### src/rtl/gcd_job_issuer.sv
// Job issuer for a start/done GCD engine: buffers operand pairs in a FIFO, issues them one at a
// time, resolves zero operands locally, aborts hung jobs on timeout and returns results valid/ready.
//
// state | meaning
// ------+-----------------------------------------------------------------
// IDLE  | waiting for a queued job; pops the FIFO head into the job regs
// ISSUE | one-cycle gcd_start pulse, timeout timer loaded
// WAIT  | operands held on gcd_a/gcd_b until gcd_done or timer terminal count
// RESP  | result presented on out_*, held until out_ready
module gcd_job_issuer #(
    parameter int WIDTH      = 8,
    parameter int FIFO_DEPTH = 4,
    parameter int TIMEOUT    = 1023
) (
    input  logic             clk,
    input  logic             rst_n,
    input  logic             in_valid,
    output logic             in_ready,
    input  logic [WIDTH-1:0] in_a,
    input  logic [WIDTH-1:0] in_b,
    output logic             out_valid,
    input  logic             out_ready,
    output logic [WIDTH-1:0] out_a,
    output logic [WIDTH-1:0] out_b,
    output logic [WIDTH-1:0] out_gcd,
    output logic             out_err,
    output logic             gcd_start,
    output logic [WIDTH-1:0] gcd_a,
    output logic [WIDTH-1:0] gcd_b,
    input  logic             gcd_done,
    input  logic [WIDTH-1:0] gcd_res,
    output logic             busy
);

    localparam int AW = $clog2(FIFO_DEPTH);
    localparam int TW = $clog2(TIMEOUT + 1);

    typedef enum logic [1:0] {
        S_IDLE,
        S_ISSUE,
        S_WAIT,
        S_RESP
    } state_t;

    state_t state, state_nx;

    logic [WIDTH-1:0] mem_a [FIFO_DEPTH];
    logic [WIDTH-1:0] mem_b [FIFO_DEPTH];
    logic [AW:0]      wr_ptr, rd_ptr;
    logic             full, empty, push, pop;
    logic [WIDTH-1:0] head_a, head_b;

    logic [WIDTH-1:0] job_a, job_b, res_gcd;
    logic             res_err;
    logic [TW-1:0]    timer;
    logic [WIDTH-1:0] job_a_nx, job_b_nx, res_gcd_nx;
    logic             res_err_nx;
    logic [TW-1:0]    timer_nx;

    // Pointers carry one extra wrap bit so full and empty differ only in the MSB.
    assign empty  = (wr_ptr == rd_ptr);
    assign full   = (wr_ptr[AW] != rd_ptr[AW]) && (wr_ptr[AW-1:0] == rd_ptr[AW-1:0]);
    assign head_a = mem_a[rd_ptr[AW-1:0]];
    assign head_b = mem_b[rd_ptr[AW-1:0]];

    // Gated by rst_n so in_ready reads 0 while reset is held.
    assign in_ready = rst_n && !full;
    assign push     = in_valid && in_ready;

    always_ff @(posedge clk) begin
        if (push) begin
            mem_a[wr_ptr[AW-1:0]] <= in_a;
            mem_b[wr_ptr[AW-1:0]] <= in_b;
        end
    end

    always_ff @(posedge clk or negedge rst_n) begin
        if (!rst_n) begin
            wr_ptr <= '0;
            rd_ptr <= '0;
        end else begin
            if (push) wr_ptr <= wr_ptr + 1'b1;
            if (pop)  rd_ptr <= rd_ptr + 1'b1;
        end
    end

    always_ff @(posedge clk or negedge rst_n) begin
        if (!rst_n) begin
            state   <= S_IDLE;
            job_a   <= '0;
            job_b   <= '0;
            res_gcd <= '0;
            res_err <= 1'b0;
            timer   <= '0;
        end else begin
            state   <= state_nx;
            job_a   <= job_a_nx;
            job_b   <= job_b_nx;
            res_gcd <= res_gcd_nx;
            res_err <= res_err_nx;
            timer   <= timer_nx;
        end
    end

    always_comb begin
        state_nx   = state;
        pop        = 1'b0;
        job_a_nx   = job_a;
        job_b_nx   = job_b;
        res_gcd_nx = res_gcd;
        res_err_nx = res_err;
        timer_nx   = timer;
        case (state)
            S_IDLE: begin
                if (!empty) begin
                    pop      = 1'b1;
                    job_a_nx = head_a;
                    job_b_nx = head_b;
                    // gcd(x,0)=x needs no engine; gcd(0,0) is undefined and flagged.
                    if ((head_a == '0) || (head_b == '0)) begin
                        res_gcd_nx = head_a | head_b;
                        res_err_nx = (head_a == '0) && (head_b == '0);
                        state_nx   = S_RESP;
                    end else begin
                        state_nx = S_ISSUE;
                    end
                end
            end
            S_ISSUE: begin
                timer_nx = TW'(TIMEOUT);
                state_nx = S_WAIT;
            end
            S_WAIT: begin
                if (gcd_done) begin
                    res_gcd_nx = gcd_res;
                    res_err_nx = 1'b0;
                    state_nx   = S_RESP;
                end else if (timer == '0) begin
                    res_gcd_nx = '0;
                    res_err_nx = 1'b1;
                    state_nx   = S_RESP;
                end else begin
                    timer_nx = timer - 1'b1;
                end
            end
            S_RESP: begin
                if (out_ready) state_nx = S_IDLE;
            end
            default: state_nx = S_IDLE;
        endcase
    end

    assign gcd_start = (state == S_ISSUE);
    assign gcd_a     = job_a;
    assign gcd_b     = job_b;
    assign out_valid = (state == S_RESP);
    assign out_a     = job_a;
    assign out_b     = job_b;
    assign out_gcd   = res_gcd;
    assign out_err   = res_err;
    assign busy      = !empty || (state != S_IDLE);

endmodule

### config.mk
export PLATFORM = sky130hd
export DESIGN_NAME = gcd_job_issuer
export DESIGN_NICKNAME = d
export VERILOG_FILES = /design/src/rtl/gcd_job_issuer.sv
export SDC_FILE = /design/constraint.sdc
export NUM_CORES = 1
export LEC_CHECK = 0
export BUFFER_PORTS_ARGS = -buffer_cell sky130_fd_sc_hd__clkbuf_2
export CAP_MARGIN = 25
export CORE_MARGIN = 2
export CORE_UTILIZATION = 40
export CTS_BUF_LIST = sky130_fd_sc_hd__clkbuf_8 sky130_fd_sc_hd__clkbuf_16
export CTS_CLUSTER_DIAMETER = 100
export CTS_CLUSTER_SIZE = 30
export DETAILED_ROUTE_END_ITERATION = 6
export SETUP_SLACK_MARGIN = 0.15
export SLEW_MARGIN = 20
export SYNTH_ARGS = -nofsm -noshare
export SYNTH_HDL_FRONTEND = slang
export SYNTH_SLANG_ARGS = --single-unit
### constraint.sdc
create_clock -name clk -period 4.26 [get_ports clk]
set_input_delay 0 -clock clk [delete_from_list [all_inputs] [get_ports clk]]
set_output_delay 0 -clock clk [all_outputs]
set_load 0.01 [all_outputs]
* Word level (Yosys, flattened, before mapping)
Memories as Yosys holds them, arrays and structs flattened.
Cells that the tools add are included.
W data, S select, Z words.
** Storage, ports and cells
- Bits in registers :: 43
- Memory bits (writable) :: 64
- Input port bits :: 29
- Word-level logic and storage cells :: 69
- Memories kept :: 2
** Operators by class
- $add $sub $neg :: 3
- Eq/ne operators :: 12
- Muxes and demuxes :: 23
- Bitwise logic cells :: 2
- Reduce and logical (&&, ||, !) cells :: 19
** Memories
- mem_a :: depth 4, bits a word 8, read ports 1, clocked after memory_dff 0, write ports 1, line 47 : logic [WIDTH-1:0] mem_a [FIFO_DEPTH];
- mem_b :: depth 4, bits a word 8, read ports 1, clocked after memory_dff 0, write ports 1, line 48 : logic [WIDTH-1:0] mem_b [FIFO_DEPTH];
** Operators by type and width (number)
- $mux W8 :: 4
- $mux W10 :: 2
- $pmux W10 S2 :: 1
- $logic_not A8 Y1 :: 2
- $pmux W8 S2 :: 1
- $logic_not A10 Y1 :: 1
- $mux W2 :: 5
- $sub A10 B1 Y10 const B :: 1
- $mux W1 :: 8
- $ne A2 B2 Y1 const B :: 4
- $or A8 B8 Y8 :: 1
- $pmux W2 S4 :: 1
- $add A3 B1 Y3 const B :: 2
- $reduce_and A3 Y1 :: 2
- $reduce_bool A2 Y1 :: 3
- $eq A2 B2 Y1 const B :: 2
- $logic_and A1 B1 Y1 :: 4
- $reduce_and A4 Y1 :: 1
- $eq A3 B3 Y1 :: 1
- $ne A3 B3 Y1 const B :: 1
- $eq A2 B1 Y1 const B :: 1
- $eq A2 B2 Y1 :: 1
- $logic_not A1 Y1 :: 2
- $logic_not A2 Y1 :: 1
- other kinds (6) :: 7

* Longest topological paths before layout
- Depth in word-level cells :: 7
- Depth in mapped cells :: 8

* Worst setup path before layout
OpenSTA, ideal clock, no wires.
- Path kind :: reg-to-reg
- From :: register rd_ptr[0]
- To :: register res_err, in the netlist out_err
- Arrival :: 2.406 ns
- Required time :: 4.135 ns
- Slack :: 1.729 ns
- Cell stages (with the launch flop) :: 8
- Path buffers :: 2
- Clock period less this slack :: 2.531 ns
- Path through :: dfrtp_1 -> buf_6 -> buf_12 -> mux4_1 -> nor4_1 -> nand2_1 -> a311oi_4 -> mux2_2
** On the way
- Longest elaborated chain between the ends :: 6
** Ends and longest elaborated chain
- start: declaration :: line 49 : logic [AW:0] wr_ptr, rd_ptr;
- start signal: assignment :: line 83 : if (pop) rd_ptr <= rd_ptr + 1'b1;
- $mem_v2 Z4 W8 (on tied branches)
- $logic_not A8 Y1 :: line 120, 122
- $logic_and A1 B1 Y1 :: line 122 : res_err_nx = (head_a == '0) && (head_b == '0);
- $mux W1 :: line 120 : if ((head_a == '0) || (head_b == '0)) begin
- $mux W1 :: line 115 : if (!empty) begin
- $pmux W1 S2 :: line 113 : case (state)
- end signal: assignment :: line 100 : res_err <= res_err_nx;
- end: declaration :: line 54 : logic res_err;
Several ways; a longest one is shown, not always the timed one. The select of a mux whose other input is x is not followed.
A chain may end at the register's enable or synchronous reset.

* Worst setup path after layout
- From :: register rd_ptr[0]
- To :: register res_gcd[4], in the netlist out_gcd[4]
** On the way
- Longest elaborated chain between the ends :: 5
** Ends and longest elaborated chain
- $mem_v2 Z4 W8 (on tied branches)
- $logic_not A8 Y1 or $or A8 B8 Y8 (tied branches) :: line 120, 121
- $logic_or A1 B1 Y1 or $mux W8 (tied branches) :: line 120
- $ne A2 B2 Y1 (no line) or $mux W8 (tied branches)
- $reduce_and A4 Y1 (no line) or $pmux W8 S2 (tied branches)
- end signal: assignment :: line 99 : res_gcd <= res_gcd_nx;
- end: declaration :: line 53 : logic [WIDTH-1:0] job_a, job_b, res_gcd;
Several ways; a longest one is shown, not always the timed one. The select of a mux whose other input is x is not followed.

==> impl_metrics.yaml <==
worst_setup_path:
  slowest_delay_ns: 0.94
  r2r_cells: 5
  crit_path_top_delay_cell: "dfrtp_1"
  crit_fanout: 19
  critPathRequiredTime_ns: 4.50
  setup.worst_path.class: "register to register"
  arrival_ns: 3.59
  end_kind: "register"
  startpoint_type: "register"
  crit_chain: "mux4_1, nor4_1, nand2_1, a311oi_4, mux2_2"
floorplan:
  dieArea_um2: 12650
  die_h_um: 112.5
  initial_core_util_pct: 41.04
  io_pins: 74
  core-area_um2: 11470
  chipWidth_um: 112.5
  rows: 39
pwr:
  p_leak_nw: 2.217
  power_mw: 3.929
  vdd_drop_max_uv: 362.4
  power_density_nw_per_um2: 698.1
timing:
  rsz0062_at_grt: "false"
  hold_viol: 0
  fin_crit_sh_pct: 78.56
  finClkSkew_ns: 0.009095
  tightest_slew_ns: 0.9132
  final.min_clock_period_ns: 3.347
  finalSetupViolCount: 0
  worst_hold_slack_ns: 0.01363
  fmax_ghz: 0.2988
  slew_viol_final: 0
  relSlewSlack_pct: 39.12
  setup_tns_ns: 0
layout:
  regArea_um2: 2998
  final_layout_size_suffix_gt1_share_pct: 31.46
  fill_cells: 976
  syn2layout_area_growth_pct: 19.60
  multi_input_area_um2: 1488
  nets: 426
  diodes: 0
global_routing:
  overflow: 0
  first_global_vias: 2711
  grt_pass1_wl_um: 15160
  grt_use_total_pct: 15.98
  antenna_found_initial: 0
  grt_max_degree: 44
yosys:
  synth-edff-count: 64
  synth_seq_area_share_pct: 63.71
  ys_ff_latch: 107
  ys_async_sr_fraction_pct: 40.19
  ys.flop_type: "edfxtp_1"
  syn_nets: 341
  netlist_instances: 301
  ys_warn_count: 0
  ys_types: 37
  synth_top_area_cell: "edfxtp_1"
  synth.top_cell.area_share_pct: 40.84
  avgSynthCellArea_um2: 15.63
  synthesis.area_um2: 4706
  synthTopCellsByArea: "edfxtp_1 41%, dfrtp_1 23%, mux4_1 7.8%"
detailed_routing:
  remaining_drc_errors: 0
  vias: 2746
  wl_per_cell_um: 18.04
  drt_iter0_drc: 204
  via_per_inst: 5.142
  firstDrtPassIters: 4
  wirelength_um: 9636
  ant_nets: 0
clock_tree:
  tritoncts_num_sinks: 107
  ctsHtreeMaxLevel: 3
  clock-root-buffer: "clkbuf_16"
  clkLatencyLatePin_ns: 0.36
  clock_path_buffers: 2
  cts_tree: "built"
  cts_made_buffers: 9
  clk_pin_slew_ns: 0.08
  post-cts-setup-buffers: 0
placed_design:
  dpl.hpwl_um: 6852
  numPortBuffers: 73
  place.gp.congestion: 0.7514
outcome:
  status: "finished clean"
min_path:
  whs_path_depth: 4
  hold_path_class: "input pin to register"
run:
  maxCapViolations: 0
==> synth_stat cells (4+ instances only) <==
| cell type | count |
|---|---|
| edfxtp_1 | 64 |
| dfrtp_1 | 43 |
| mux2_2 | 29 |
| nand2_1 | 26 |
| buf_4 | 16 |
| mux4_1 | 14 |
| o21ai_0 | 13 |
| ha_1 | 11 |
| nor2_1 | 10 |
| inv_1 | 9 |
| nor4_1 | 6 |
| and3_1 | 5 |
| clkbuf_1 | 5 |
| xnor2_1 | 5 |
| xor2_1 | 5 |
| a21oi_1 | 4 |
==> critical path: cells and delay by family, from the launching register on <==
| kind | cells | cell delay [ns] |
|---|---|---|
| muxes | 2 | 1.11 |
| DFF | 1 | 0.94 |
| and+or+nand+nor | 2 | 0.60 |
| AOI/OAI and AO/OA | 1 | 0.58 |
==> metrics by stage <==
step | cell area [um2] | utilization, % | setup slack (ns) | cells
floorplan | 4706 | - | 1.729 | 301
global route | 5628 | 49.08 | 0.7067 | 534
detailed placement | 5071 | 44.22 | 0.8877 | 493
CTS | 5628 | 49.08 | 0.8762 | 534
global placement | 5071 | 44.22 | 1.035 | 493
finish | 5628 | 49.08 | 0.9133 | 534
==> power breakdown <==
part	leakage, nW	total (mW)	internal, mW	switching [mW]
clock network	0.148	0.858	0.466	0.392
logic	1.01	1.47	0.702	0.768
registers	1.06	1.60	1.36	0.239
==> cells in the final DEF, fill, tap and decap left out, drive strengths merged <==
cell type / netlist / routed
clkbuf: 5 / 82
edfxtp: 64 / 64
dfrtp: 43 / 43
mux2: 29 / 29
nand2: 26 / 26
dlygate4sd3: 0 / 25
mux4: 16 / 16
o21ai: 13 / 13
inv: 9 / 13
ha: 11 / 11
nor2: 10 / 10
nor4: 6 / 6
xnor2: 5 / 5
and3: 5 / 5
xor2: 5 / 5
a21oi: 4 / 4
nand3: 3 / 3
o211ai: 3 / 3
a31oi: 3 / 3
nand4: 2 / 2
o21a: 2 / 2
nand2b: 2 / 2
nor3: 2 / 2
or2: 2 / 2
o2111ai: 2 / 2
nor4b: 2 / 2
or4: 1 / 1
o41a: 1 / 1
a21o: 1 / 1
a311oi: 1 / 1
o31ai: 1 / 1
o311a: 1 / 1
mux2i: 1 / 1
clkinv: 0 / 1
clkinvlp: 0 / 1
bufinv: 0 / 1
buf: 20 / 1
==> cells by family (layout without fill, tap and decap cells) <==
logic type | Yosys count | in the layout | synth area share (%)
adders and majority gates | 11 | 11 | 2.925
AOI/OAI and AO/OA | 32 | 32 | 4.706
DFF | 107 | 107 | 63.71
muxes | 46 | 46 | 15.93
buffers and inverters | 34 | 124 | 4.680
and+or+nand+nor | 61 | 61 | 6.195
xor gates and xnor gates | 10 | 10 | 1.861
==> state kept, by name, indices dropped and copies added (netlist names) <==
| register | flops |
|---|---|
| mem_a | 32 |
| mem_b | 32 |
| timer | 10 |
| gcd_a | 8 |
| gcd_b | 8 |
| out_gcd | 8 |
| rd_ptr | 3 |
| wr_ptr | 3 |
| state | 2 |
| out_err | 1 |
==> cell type report <==
| class | count | area share (%) |
|---|---|---|
| multi-input combinational | 160 | 26.43 |
| clock inverter | 7 | 1.445 |
| sequential | 107 | 53.27 |
| tap | 143 | 3.179 |
| inverter | 9 | 0.6003 |
| timing repair buffer | 99 | 11.07 |
| clock buffer | 9 | 4.002 |
==> layer usage <==
layer,global-route usage [%],wire [um]
met5,0,0
met4,6.911,201
met3,3.888,429
met2,23.41,4308
met1,22.88,4696
==> worst paths after layout <==
check	to	from	slack, ns
max	out_gcd[4]$_DFFE_PN0P_	rd_ptr[0]$_DFFE_PN0P_	0.91
min	state[0]$_DFFE_PN0P_	out_ready	0.01
max reg2reg	out_gcd[4]$_DFFE_PN0P_	rd_ptr[0]$_DFFE_PN0P_	0.91
min reg2reg	wr_ptr[2]$_DFFE_PN0P_	wr_ptr[2]$_DFFE_PN0P_	0.49
max in group asynchronous	gcd_b[1]$_DFFE_PN0P_	rst_n	3.50
min in group asynchronous	out_gcd[7]$_DFFE_PN0P_	rst_n	0.35
==> what timing repair did <==
action	CTS	global route
hold endpoints to repair	115	0
hold buffers	25	0
resized for setup	0	0
endpoints found under the setup margin	0	0
Power figures use the tool's default switching activity.
